**config.mk**
```make
export PLATFORM = sky130hd
export DESIGN_NAME = tt_um_nithin574_sum_rx
export DESIGN_NICKNAME = d
export VERILOG_FILES = /design/src/rtl/tt_um_nithin574_sum_rx.sv
export SDC_FILE = /design/constraint.sdc
export NUM_CORES = 1
export LEC_CHECK = 0
export BUFFER_PORTS_ARGS = -buffer_cell sky130_fd_sc_hd__buf_4
export CAP_MARGIN = 20
export CORE_ASPECT_RATIO = 0.8
export CORE_UTILIZATION = 55
export DETAILED_ROUTE_END_ITERATION = 7
export HOLD_SLACK_MARGIN = 0.1
export PLACE_DENSITY = 0.79
export SLEW_MARGIN = 10
export SYNTH_ARGS = -nofsm -noshare
export SYNTH_HDL_FRONTEND = slang
export SYNTH_SLANG_ARGS = --single-unit
```
**constraint.sdc**
```tcl
create_clock -name clk -period 2.95 [get_ports clk]
set_input_delay 0.295 -clock clk [delete_from_list [all_inputs] [get_ports clk]]
set_output_delay 0.295 -clock clk [all_outputs]
set_load 0.05 [all_outputs]
```
**src/rtl/tt_um_nithin574_sum_rx.sv**
```systemverilog
// ----------------------------------------------------------------------------
// tt_um_nithin574_sum_rx
//
// Receives a stream of 7-bit sums S. For each sum, it recovers the unknown
// operand B = S - A, where A is a known 6-bit operand. The result, together
// with an error flag (the difference does not fit in 6 bits), is queued in a
// small FIFO. The head of the FIFO, or a status word, is shown on uo_out.
//
// Ports
//   clk      : clock, all state updates on the rising edge
//   rst      : synchronous, active-high reset
//   ena      : unused
//   ui_in    : [5:0] operand A, [6] pop request, [7] status select
//   uio_in   : [6:0] sum S, [7] sample strobe (a rising edge captures S)
//   uo_out   : data view  {valid, err, B}
//              status view {valid, err_seen, overflow, full, count[3:0]}
//   uio_out  : tied to 0
//   uio_oe   : tied to 0 (all uio pins are inputs)
// ----------------------------------------------------------------------------
module tt_um_nithin574_sum_rx #(
   parameter int DEPTH = 4
) (
   input  logic       clk,
   input  logic       rst,
   input  logic       ena,
   input  logic [7:0] ui_in,
   input  logic [7:0] uio_in,
   output logic [7:0] uo_out,
   output logic [7:0] uio_out,
   output logic [7:0] uio_oe
);

   localparam int PW = (DEPTH > 1) ? $clog2(DEPTH) : 1;
   localparam int CW = PW + 1;

   // Builds the FIFO entry {err, B} from the sum and the known operand.
   // The subtraction is done as a signed 8-bit value; any bit set above
   // bit 5 means B is negative or too large for 6 bits.
   function automatic logic [6:0] sum_to_entry(input logic [6:0] s,
                                               input logic [5:0] a);
      logic signed [7:0] diff;
      diff = signed'({1'b0, s}) - signed'({2'b00, a});
      return {diff[7] | diff[6], diff[5:0]};
   endfunction

   logic unused_ena;
   assign unused_ena = ena;

   assign uio_out = 8'h00;
   assign uio_oe  = 8'h00;

   // ---------------- input stage ----------------
   logic       strobe_q, strobe_qq, pop_q, pop_qq;
   logic [6:0] s_q;
   // The arm flops block edge detection until the raw input has been seen
   // low after reset, so a strobe or pop held high through reset release
   // never produces an event.
   logic       strobe_arm_q, pop_arm_q;

   always_ff @(posedge clk) begin
      if (rst) begin
         strobe_q     <= 1'b0;
         strobe_qq    <= 1'b0;
         pop_q        <= 1'b0;
         pop_qq       <= 1'b0;
         s_q          <= '0;
         strobe_arm_q <= 1'b0;
         pop_arm_q    <= 1'b0;
      end else begin
         strobe_q     <= uio_in[7];
         strobe_qq    <= strobe_q;
         s_q          <= uio_in[6:0];
         pop_q        <= ui_in[6];
         pop_qq       <= pop_q;
         strobe_arm_q <= strobe_arm_q | ~uio_in[7];
         pop_arm_q    <= pop_arm_q | ~ui_in[6];
      end
   end

   logic cap_ev, pop_ev;
   assign cap_ev = strobe_q & ~strobe_qq & strobe_arm_q;
   assign pop_ev = pop_q & ~pop_qq & pop_arm_q;

   // ---------------- FIFO control ----------------
   logic [PW-1:0] wr_ptr_q, wr_ptr_d, rd_ptr_q, rd_ptr_d;
   logic [CW-1:0] count_q, count_d;
   logic          ovf_q, ovf_d, err_seen_q, err_seen_d;
   logic [6:0]    mem_q [DEPTH];
   logic [6:0]    entry;
   logic          empty, full, do_push, do_pop, do_clr;

   assign entry = sum_to_entry(s_q, ui_in[5:0]);
   assign empty = (count_q == '0);
   assign full  = (count_q == CW'(DEPTH));

   always_comb begin
      // A pop is only honoured in the data view; in the status view the
      // same pop event clears the sticky bits instead.
      do_pop  = pop_ev & ~ui_in[7] & ~empty;
      do_clr  = pop_ev & ui_in[7];
      // When full, a push still goes through if a pop frees a slot.
      do_push = cap_ev & (~full | do_pop);

      wr_ptr_d = do_push ? wr_ptr_q + 1'b1 : wr_ptr_q;
      rd_ptr_d = do_pop  ? rd_ptr_q + 1'b1 : rd_ptr_q;

      count_d = count_q;
      if (do_push && !do_pop)
         count_d = count_q + 1'b1;
      else if (do_pop && !do_push)
         count_d = count_q - 1'b1;

      // Setting wins over a clear in the same cycle.
      ovf_d      = (ovf_q & ~do_clr) | (cap_ev & full & ~do_pop);
      err_seen_d = (err_seen_q & ~do_clr) | (do_push & entry[6]);
   end

   always_ff @(posedge clk) begin
      if (rst) begin
         wr_ptr_q   <= '0;
         rd_ptr_q   <= '0;
         count_q    <= '0;
         ovf_q      <= 1'b0;
         err_seen_q <= 1'b0;
      end else begin
         wr_ptr_q   <= wr_ptr_d;
         rd_ptr_q   <= rd_ptr_d;
         count_q    <= count_d;
         ovf_q      <= ovf_d;
         err_seen_q <= err_seen_d;
      end
   end

   // Storage is data only; stale contents are masked by the valid logic.
   always_ff @(posedge clk) begin
      if (do_push)
         mem_q[wr_ptr_q] <= entry;
   end

   // ---------------- output view ----------------
   logic [6:0] head;
   assign head = empty ? 7'd0 : mem_q[rd_ptr_q];

   always_comb begin
      if (ui_in[7])
         uo_out = {~empty, err_seen_q, ovf_q, full, 4'(count_q)};
      else
         uo_out = {~empty, head};
   end

endmodule

```
==> impl_results.md <==
- GRT overflow: 0
- Cell Rows: 21
- Vias in the first global route: 1328
- Worst path depth: 8
- CTS tree: yes
- Worst hold path stage count: 2
- Postcts setup bufs: 0
- Max Fclk: 0.432 GHz
- Cts repair resizes: 0
- DR vias/cell: 5.05
- Pin count of the biggest net entering global routing: 25
- DRT antenna net count: 0
- Crit end category: flop
- Fin crit share: 78.5%
- Die Y: 61.9 microns
- Final hold violation count: 0
- Post-Synth XOR/XNOR Area: 2.84%
- CTS root buf: clkbuf_8
- Area leader, netlist: edfxtp_1
- CTS Hold Buffers Added: 0
- Clock sink total: 52
- Distinct cells, synth: 45
- Status: finished, final reports clean
- Synth Area in Simple Gates: 11.6%
- CP max stage cell: dfxtp_1
- Top Family by Delay on Critical Path: adder cells
- Compound-gate portion of the synthesized area: 8.38%
- I/O pins: 43
- Layout cells sized above 1: 25.7%
- Maximum fanout along the worst path: 8
- Setup ws final: 0.633 ns
- Worst Setup Start Kind: flop
- Critical path class: reg2reg
- Synth warn: 0
- DP Cell Count: 267
- Crit path buf inv count: 1
- Synth Register Bits: 52
- Number of remaining DRC errors: 0
- Via count: 1389
- Multiplexer area fraction after synthesis: 7.62%
- WL/cell: 13.9 microns
- Post-synth ARST share: 0%
- Minimum clock period: 2.32 ns
- Worst r2r path cells: 8
- Post-synth top flop: edfxtp_1
- Num CTS Buffers: 5
- Power Dens Cells: 551 nW/um^2
- GRT Total Usage: 17.9%
- Worst vdd ir: 0.297 mV
- Initial Util: 58.2%
- Share of the synthesized area in the top cell type: 34.1%
- Largest family of logic cells by synthesized area: simple AND/OR/NAND/NOR gates
- # fillers: 332
- Post-place setup slack: 0.594 ns
- Ant diodes: 0
- Adder-cell share of the synthesized area: 7.21%
- Worst skew pair latency: 0.30 ns
- Sequential area share after synthesis: 53.6%
- RSZ-0062 raised after global routing: false
- Worst hold path class: in2reg
- CP cell instances: nor2_1 > a31oi_4 > ha_1 > inv_1 > fa_1 > xor2_1 > or3_1 > a21oi_1
- Port buffer count: 25
- First-pass detailed-route iteration total: 4
- Crit path DAT: 2.56 ns
- Die width: 76.8 microns
- Antenna violations before repair: 0
- H-tree Lvls: 2
- Worst EP required: 3.19 ns
- Core area: 4230 sq um
- Max-cap viol count: 0
- Post-synthesis cell count: 191
- EDFF count, synth: 28
- Mapped Avg Cell Area: 12.9 sq um
- Worst Skew: 0.00538 ns
- Synth top area cells: edfxtp_1 (34%), dfxtp_1 (20%), mux4_2 (6.4%)
- CP peak stage delay: 0.48 ns
- Routability Congestion: 0.802
- Nets: 249
- Final slew viol count: 0
- Leak: 1.10 nW
- Clock slew at reported path FFs: 0.09 ns
- Synth Cell Area: 2460 sq um
- Area delta synth->final: 11.2%
- Iter 0 DRT Violations: 39
- Full die area: 4750 sq um
- Final Setup Violations: 0
- First-pass GRT wire length: 6.15 mm
- HPWL after detailed placement: 2.90 mm
- Setup TNS: 0 ns
- WL final: 3.83 mm
- Post-route insts no fill: 275
- Max clock buf depth: 2
report_power, final:
group	total, mW	internal [mW]	switching (mW)
clock network	0.471	0.252	0.219
registers	0.807	0.794	0.0136
logic	0.232	0.0761	0.156
total	1.51	1.12	0.389
routing by layer:
layer / up-vias / wire length (microns) / GRT usage (%)
li1: 696 / - / -
met1: 643 / 1760 / 20.9
met2: 43 / 1830 / 32.8
met3: 7 / 189 / 4.82
met4: 0 / 48 / 6.59
met5: - / 0 / 0
logic make-up after synthesis:
kind of cell / count (synthesis)
mux: 10
fa+ha+maj: 13
xor+xnor: 8
other cells: 1
buf+inv: 38
simple gates: 45
compound gates: 24
flops: 52
final cells by class:
cell class	count	area, sq um	share of cell area [%]
well taps	57	71.3	2.60
flip-flops and latches	52	1320	48.2
clock buffers	6	72.6	2.65
multi-input cells	116	987	36.0
inverters	17	63.8	2.33
clock inverters	2	35.0	1.28
repair buffers	25	188	6.85
synth_stat cells (3+ instances only):
| library cell | instances |
|---|---|
| inv_1 | 15 |
| buf_4 | 16 |
| nor2_1 | 14 |
| a21oi_1 | 4 |
| ha_1 | 11 |
| mux4_2 | 7 |
| a22o_2 | 5 |
| xor2_1 | 6 |
| dfxtp_1 | 24 |
| nand3b_1 | 3 |
| mux2i_1 | 3 |
| nor2b_1 | 12 |
| edfxtp_1 | 28 |
| and2_2 | 4 |
placed cells by master, fill, tap and decap left out, types with 6 or more instances in the layout:
| master | instances |
|---|---|
| edfxtp_1 | 28 |
| buf_4 | 25 |
| dfxtp_1 | 24 |
| conb_1 | 16 |
| inv_1 | 15 |
| nor2_1 | 14 |
| nor2b_1 | 12 |
| ha_1 | 11 |
| mux4_2 | 7 |
| xor2_1 | 6 |
worst paths after layout:
kind,start,end,slack (ns)
worst max-delay path,count_q[0]$_SDFFE_PP0P_,count_q[2]$_SDFFE_PP0P_,0.63
worst min-delay path,ui_in[6],pop_arm_q$_SDFF_PP0_,0.17
worst max register to register,count_q[0]$_SDFFE_PP0P_,count_q[2]$_SDFFE_PP0P_,0.63
worst min register to register,strobe_q$_SDFF_PP0_,strobe_qq$_SDFF_PP0_,0.47
state kept, by name, summed over array words and instances (netlist names), named ones only:
signal / cells
mem_q: 28
s_q: 7
count_q: 3
rd_ptr_q: 2
wr_ptr_q: 2
err_seen_q: 1
ovf_q: 1
pop_arm_q: 1
pop_q: 1
pop_qq: 1
strobe_arm_q: 1
strobe_q: 1
strobe_qq: 1
stage by stage:
step	instance area [sq um]	power, mW	hold slack (ns)	util, %
after floorplan	2520	1.01	0.367	-
after global placement	2630	1.05	0.444	62.2
after detailed placement	2630	1.06	0.457	62.2
after CTS	2740	1.52	0.156	64.7
after global routing	2740	1.57	0.161	64.7
final	2740	1.51	0.166	64.7
Power figures use the tool's default switching activity.
